`src/rtl/sprite_animator.sv`:
```
// Sprite animation engine for the VGA pixel-write port: draw, hold for a number
// of frame ticks, erase, move one pixel diagonally with edge bounce, repeat.
module sprite_animator #(
  parameter int          SCREEN_W        = 160,
  parameter int          SCREEN_H        = 120,
  parameter int          XW              = 8,
  parameter int          YW              = 7,
  parameter int          SPR_W           = 4,
  parameter int          SPR_H           = 4,
  parameter int          DELAY           = 833333,
  parameter int          FRAMES_PER_STEP = 4,
  parameter int          MAX_STEPS       = 0,
  parameter logic [2:0]  BG_COLOUR       = 3'b000
) (
  input  logic          clock,
  input  logic          reset_n,
  input  logic          go,
  input  logic          stop,
  input  logic [XW-1:0] x_start,
  input  logic [YW-1:0] y_start,
  input  logic [2:0]    colour_in,
  output logic [XW-1:0] x_out,
  output logic [YW-1:0] y_out,
  output logic [2:0]    colour_out,
  output logic          plot,
  output logic          busy,
  output logic          done,
  output logic [15:0]   step_count
);

  localparam logic [2:0] S_IDLE  = 3'd0;
  localparam logic [2:0] S_DRAW  = 3'd1;
  localparam logic [2:0] S_WAIT  = 3'd2;
  localparam logic [2:0] S_ERASE = 3'd3;
  localparam logic [2:0] S_MOVE  = 3'd4;
  localparam logic [2:0] S_DONE  = 3'd5;

  localparam int PXW = (SPR_W > 1) ? $clog2(SPR_W) : 1;
  localparam int PYW = (SPR_H > 1) ? $clog2(SPR_H) : 1;
  localparam int DW  = (DELAY > 1) ? $clog2(DELAY) : 1;
  localparam int FW  = (FRAMES_PER_STEP > 1) ? $clog2(FRAMES_PER_STEP) : 1;

  localparam logic [XW-1:0]  X_MAX      = XW'(SCREEN_W - SPR_W);
  localparam logic [YW-1:0]  Y_MAX      = YW'(SCREEN_H - SPR_H);
  localparam logic [XW-1:0]  X_ONE      = XW'(1);
  localparam logic [YW-1:0]  Y_ONE      = YW'(1);
  localparam logic [PXW-1:0] PX_LAST    = PXW'(SPR_W - 1);
  localparam logic [PYW-1:0] PY_LAST    = PYW'(SPR_H - 1);
  localparam logic [PXW-1:0] PX_ONE     = PXW'(1);
  localparam logic [PYW-1:0] PY_ONE     = PYW'(1);
  localparam logic [DW-1:0]  DELAY_LAST = DW'(DELAY - 1);
  localparam logic [DW-1:0]  DELAY_ONE  = DW'(1);
  localparam logic [FW-1:0]  FRAME_LAST = FW'(FRAMES_PER_STEP - 1);
  localparam logic [FW-1:0]  FRAME_ONE  = FW'(1);
  localparam logic [15:0]    STEP_LIMIT = 16'(MAX_STEPS);

  logic [2:0]     state_r;
  logic [XW-1:0]  pos_x_r;
  logic [YW-1:0]  pos_y_r;
  logic           dir_x_r;   // 1 = moving towards 0
  logic           dir_y_r;
  logic [2:0]     colour_r;
  logic [PXW-1:0] px_r;
  logic [PYW-1:0] py_r;
  logic [DW-1:0]  delay_r;
  logic [FW-1:0]  frame_r;

  logic [XW-1:0]  pos_x_next_s;
  logic [YW-1:0]  pos_y_next_s;
  logic           dir_x_next_s;
  logic           dir_y_next_s;
  logic [15:0]    step_inc_s;

  // Next x position and direction with reflection at either screen edge
  always_comb begin
    pos_x_next_s = pos_x_r;
    dir_x_next_s = dir_x_r;
    if (X_MAX == {XW{1'b0}}) begin
      pos_x_next_s = {XW{1'b0}};
      dir_x_next_s = 1'b0;
    end else if (!dir_x_r && (pos_x_r == X_MAX)) begin
      pos_x_next_s = pos_x_r - X_ONE;
      dir_x_next_s = 1'b1;
    end else if (dir_x_r && (pos_x_r == {XW{1'b0}})) begin
      pos_x_next_s = pos_x_r + X_ONE;
      dir_x_next_s = 1'b0;
    end else if (dir_x_r) begin
      pos_x_next_s = pos_x_r - X_ONE;
    end else begin
      pos_x_next_s = pos_x_r + X_ONE;
    end
  end

  // Next y position and direction, same reflection rule as x
  always_comb begin
    pos_y_next_s = pos_y_r;
    dir_y_next_s = dir_y_r;
    if (Y_MAX == {YW{1'b0}}) begin
      pos_y_next_s = {YW{1'b0}};
      dir_y_next_s = 1'b0;
    end else if (!dir_y_r && (pos_y_r == Y_MAX)) begin
      pos_y_next_s = pos_y_r - Y_ONE;
      dir_y_next_s = 1'b1;
    end else if (dir_y_r && (pos_y_r == {YW{1'b0}})) begin
      pos_y_next_s = pos_y_r + Y_ONE;
      dir_y_next_s = 1'b0;
    end else if (dir_y_r) begin
      pos_y_next_s = pos_y_r - Y_ONE;
    end else begin
      pos_y_next_s = pos_y_r + Y_ONE;
    end
  end

  assign step_inc_s = (step_count == 16'hFFFF) ? step_count : step_count + 16'd1;

  // Sequencer: state, sprite position, pixel/delay/frame counters, move count
  always_ff @(posedge clock) begin
    if (!reset_n) begin
      state_r    <= S_IDLE;
      pos_x_r    <= {XW{1'b0}};
      pos_y_r    <= {YW{1'b0}};
      dir_x_r    <= 1'b0;
      dir_y_r    <= 1'b0;
      colour_r   <= 3'b000;
      px_r       <= {PXW{1'b0}};
      py_r       <= {PYW{1'b0}};
      delay_r    <= {DW{1'b0}};
      frame_r    <= {FW{1'b0}};
      step_count <= 16'd0;
    end else begin
      case (state_r)
        S_IDLE: begin
          if (go) begin
            pos_x_r    <= (x_start > X_MAX) ? X_MAX : x_start;
            pos_y_r    <= (y_start > Y_MAX) ? Y_MAX : y_start;
            dir_x_r    <= 1'b0;
            dir_y_r    <= 1'b0;
            colour_r   <= colour_in;
            px_r       <= {PXW{1'b0}};
            py_r       <= {PYW{1'b0}};
            step_count <= 16'd0;
            state_r    <= S_DRAW;
          end
        end
        S_DRAW, S_ERASE: begin
          if (px_r == PX_LAST) begin
            px_r <= {PXW{1'b0}};
            if (py_r == PY_LAST) begin
              py_r <= {PYW{1'b0}};
              if (state_r == S_DRAW) begin
                delay_r <= DELAY_LAST;
                frame_r <= {FW{1'b0}};
                state_r <= S_WAIT;
              end else begin
                state_r <= S_MOVE;
              end
            end else begin
              py_r <= py_r + PY_ONE;
            end
          end else begin
            px_r <= px_r + PX_ONE;
          end
        end
        S_WAIT: begin
          // stop is honoured only here, where the sprite is fully drawn
          if (stop) begin
            state_r <= S_DONE;
          end else if (delay_r == {DW{1'b0}}) begin
            delay_r <= DELAY_LAST;
            if (frame_r == FRAME_LAST) begin
              state_r <= S_ERASE;
            end else begin
              frame_r <= frame_r + FRAME_ONE;
            end
          end else begin
            delay_r <= delay_r - DELAY_ONE;
          end
        end
        S_MOVE: begin
          pos_x_r    <= pos_x_next_s;
          pos_y_r    <= pos_y_next_s;
          dir_x_r    <= dir_x_next_s;
          dir_y_r    <= dir_y_next_s;
          step_count <= step_inc_s;
          if ((STEP_LIMIT != 16'd0) && (step_inc_s == STEP_LIMIT)) begin
            state_r <= S_DONE;
          end else begin
            state_r <= S_DRAW;
          end
        end
        S_DONE: begin
          if (!go) begin
            state_r <= S_IDLE;
          end
        end
        default: begin
          state_r <= S_IDLE;
        end
      endcase
    end
  end

  // Registered pixel-port and status outputs
  always_ff @(posedge clock) begin
    if (!reset_n) begin
      x_out      <= {XW{1'b0}};
      y_out      <= {YW{1'b0}};
      colour_out <= 3'b000;
      plot       <= 1'b0;
      busy       <= 1'b0;
      done       <= 1'b0;
    end else begin
      plot <= (state_r == S_DRAW) || (state_r == S_ERASE);
      busy <= (state_r != S_IDLE) && (state_r != S_DONE);
      done <= (state_r == S_DONE);
      if ((state_r == S_DRAW) || (state_r == S_ERASE)) begin
        x_out      <= pos_x_r + XW'(px_r);
        y_out      <= pos_y_r + YW'(py_r);
        colour_out <= (state_r == S_DRAW) ? colour_r : BG_COLOUR;
      end else begin
        x_out      <= {XW{1'b0}};
        y_out      <= {YW{1'b0}};
        colour_out <= 3'b000;
      end
    end
  end

endmodule

```
`config.mk`:
```
export PLATFORM = sky130hd
export DESIGN_NAME = sprite_animator
export DESIGN_NICKNAME = d
export VERILOG_FILES = /design/src/rtl/sprite_animator.sv
export SDC_FILE = /design/constraint.sdc
export NUM_CORES = 1
export LEC_CHECK = 0
export BUFFER_PORTS_ARGS = -buffer_cell sky130_fd_sc_hd__buf_2
export CAP_MARGIN = 40
export CELL_PAD_IN_SITES_DETAIL_PLACEMENT = 0
export CELL_PAD_IN_SITES_GLOBAL_PLACEMENT = 1
export CORE_MARGIN = 2
export CORE_UTILIZATION = 43
export CTS_CLUSTER_SIZE = 16
export DETAILED_ROUTE_END_ITERATION = 10
export HOLD_SLACK_MARGIN = 0.03
export PLACE_DENSITY_LB_ADDON = 0.2
export SYNTH_ARGS = -nofsm -noshare
export SYNTH_HDL_FRONTEND = slang
export SYNTH_SLANG_ARGS = --single-unit
```
`constraint.sdc`:
```
create_clock -name clock -period 2.46 [get_ports clock]
set_input_delay 0.123 -clock clock [delete_from_list [all_inputs] [get_ports clock]]
set_output_delay 0.123 -clock clock [all_outputs]
set_load 0.02 [all_outputs]
```
==> summary.md <==
| Metric | Value |
|---|---|
| Status | complete, no violations |
| Final hold violation count | 0 |
| Io pins | just under 60 |
| Placed Instance Area | about 5300 µm² |
| Post-synth ARST share | 0% |
| Die ar. | 11,780 µm² |
| Final #Nets | 686 |
| Final Cell Area | roughly 5500 µm² |
| Area grow syn2layout | 18.11% |
| Antenna violations before repair | 0 |
| Main synth FF type | dfxtp_1 |
| Hold endpoint | pos_y_r[1] |
| Root Buffer | clkbuf_8 |
| Initial Util | 43.72% |
| Tcrit/Tclk final | 96.45% |
| CTS buffer count | 9 |
| Pin count of the biggest net entering global routing | 28 |
| Row cnt | 38 |
| Clock slew at the register clock pins of the worst setup and hold paths | 0.09 ns |
| Pleak | approximately 2.2 nW |
| Yosys reg bits | 86 |
| Worst setup EP type | flop |
| Number of port buffers | between 50 and 60 |
| Share of layout cells above drive strength 1 | a little under a fifth |
| Worst path arrival time | between 2 and 3 ns |
| Max-Cap Viols | 0 |
| Cells along the critical path | inv_2 -> ha_1 -> or4b_2 -> o41a_1 -> a211o_1 -> or3b_1 -> o22ai_1 |
| Min cycle time layout | 2.373 ns |
| Vias in the first global route | about 4.2k |
| Slew HR | between 50% and 60% |
| CP max stage delay | 0.61 ns |
| RSZ-0062 raised after global routing | false |
| Die width | between 100 and 150 µm |
| WS Path Type | flop to flop |
| FF-to-FF path depth | 7 |
| Register area share after synthesis | between 30 and 40% |
| FF-to-FF End | frame_r[0] |
| EDFF count, synth | 0 |
| Flop2flop setup slack | approximately 0.087 ns |
| Req. time, crit path | between 2 and 3 ns |
| Core Region | approximately 11,000 µm² |
| Max Clk Rate | roughly 420 MHz |
| Iter 0 DRT Violations | between 200 and 300 |
| Final setup margin | approximately 0.087 ns |
| Hold_sp | y_start[1] |
| Post-synth top area share | 36.64% |
| Die Height | between 100 and 150 µm |
| Worst slew pin tran | around 0.64 ns |
| Detail Route Antenna Nets | 0 |
| Ys Warns | 0 |
| Reg-to-Reg Start | delay_r[0] |
| CTS tree | built |
| Power Density | between 600 and 700 nW/µm² |
| Max FO, Critical Path | 3 |
| Mapped Cells | about 580 |
| Final Util | ~52% |
| Setup TNS Final | 0 ns |
| Min-Delay Path Depth | 3 |
| Clk buf depth | 2 |
| Worst setup SP type | flop |
| Vias | ~4.5k |
| # diodes | 0 |
| Placed Cells incl. Taps | approximately 770 |
| Critical-path cell with the highest stage delay | or4b_2 |
| Synth area leaders | dfxtp_1 (37%), a21oi_1 (5.1%), xnor2_1 (4.5%), nor2_1 (4.2%), ha_1 (4.0%) |
| Clock tree sinks | 86 |
| Commonest non-fill, non-tap cells in the layout | dfxtp_1 (86), buf_2 (58), nor2_1 (52) |
| Total GRT Usage | around 22% |
| Worst skew pair latency | between 0.3 and 0.4 ns |
| Routed Wire Length | between 10,000 and 15,000 µm |
| Commonest non-fill, non-tap cell in the layout | dfxtp_1 |
| Pre-CTS setup slack | about 0.073 ns |
| # setup viols final | 0 |
| Remaining DRCs | 0 |
| Number of vias per cell | 5.729 |
| Routed len/inst | 15.52 µm |
| Leading area contributor after synthesis | dfxtp_1 |
| First-pass GRT wire length | a little over 20,000 µm |
| Setup Skew | ~0.0086 ns |
| Post-Syn Nets | 620 |
| Pre-Repair DR Iteration Count | 7 |
| Avg Synthesized Cell Area | approximately 8.1 µm² |
| Level count of the clock H-tree | 3 |
| Synth unique cells | 66 |
| Placer Congestion | ~0.88 |
| Type of the worst min-delay path | input pin to flop |
| Layout Cells excl Fill | 792 |
| Mapped cell area | 4698 µm² |
| Gr ovfl total | 0 |
| HPWL after DPL | roughly 8800 µm |
| Setup repair bufs after CTS | 0 |
| Maximum VDD drop | 0.3354 mV |
| Max-slew violation count | 0 |
-- per-layer routing --
layer	up-vias	track usage (%)	part of all wire, %
met5	-	0	0
met4	0	7.143	1.3
met3	13	4.400	4.9
met2	125	34.15	45
met1	2135	30.97	49
li1	2264	-	-
-- where the power goes --
part,switching (mW),internal [mW]
registers,0.103,1.47
logic,0.424,0.280
clock network,0.530,0.571
-- worst max-delay path: cells and delay by family, from the launching register on --
family	cells	cell delay, ns
AND/OR/NAND/NOR	2	1.00
adder cells (fa/ha/maj)	1	0.13
AO/OA/AOI/OAI	3	0.75
buffers and inverters	1	0.07
flip-flops	1	0.34
-- sequential cells by signal (all words and copies together) (netlist names), 3 cells and up --
name and count:
step_count 16, colour_out 3, y_out 7, pos_x_r 8, pos_y_r 7, colour_r 3
delay_r 20, x_out 8, state_r 3
-- Yosys cell counts, types with 9 or more instances --
library cell,count
nand4_1,11
nor3_1,20
clkbuf_1,36
or4_1,9
a21oi_1,48
or3_1,22
o21ai_0,26
xnor2_1,24
nand2_1,47
inv_1,24
ha_1,15
dfxtp_1,86
nor2_1,52
nand3_1,21
nor4_1,12
-- final cells by class --
type	count	area, µm²
fill	1064	5196
multi-input combinational	434	2768
sequential	86	1722
timing repair buffer	92	580.6
tap	140	175.2
clock buffer	10	127.6
inverter	24	90.09
clock inverter	6	86.33
-- worst max-delay path by stage --
stage	cells after the start	endpoint	startpoint	slack, ns
2_1_floorplan	7	step_count[12]	step_count[0]	0.04
6_report	7	frame_r[0]	delay_r[0]	0.09
3_3_place_gp	7	frame_r[0]	delay_r[0]	0.14
5_1_grt	7	frame_r[0]	delay_r[0]	0.02
4_1_cts	7	frame_r[0]	delay_r[0]	0.05
3_5_place_dp	7	frame_r[0]	delay_r[0]	0.07
-- cells by family (layout without fill, tap and decap cells) --
group	Yosys count	after routing	share of synthesized area (%)
AOI/OAI and AO/OA	141	141	19.01
xor gates and xnor gates	30	30	5.593
adders and majority gates	17	17	4.847
buffers and inverters	61	132	4.900
DFF	86	86	36.64
muxes	8	8	1.758
and+or+nand+nor	238	238	27.24
-- what timing repair did --
action                     4_1_cts  5_1_grt
gates resized for setup          0        6
setup endpoints to repair        0       16
hold buffers                     4        0
hold endpoints to repair         4        0
-- metrics by stage --
step | hold slack, ns | power [mW]
floorplan | 0.2590 | 2.043
global placement | 0.3658 | 2.283
detailed placement | 0.3696 | 2.292
CTS | 0.03331 | 3.398
global route | 0.04285 | 3.553
finish | 0.04002 | 3.375
No activity file was read; power rests on OpenSTA's default activity.
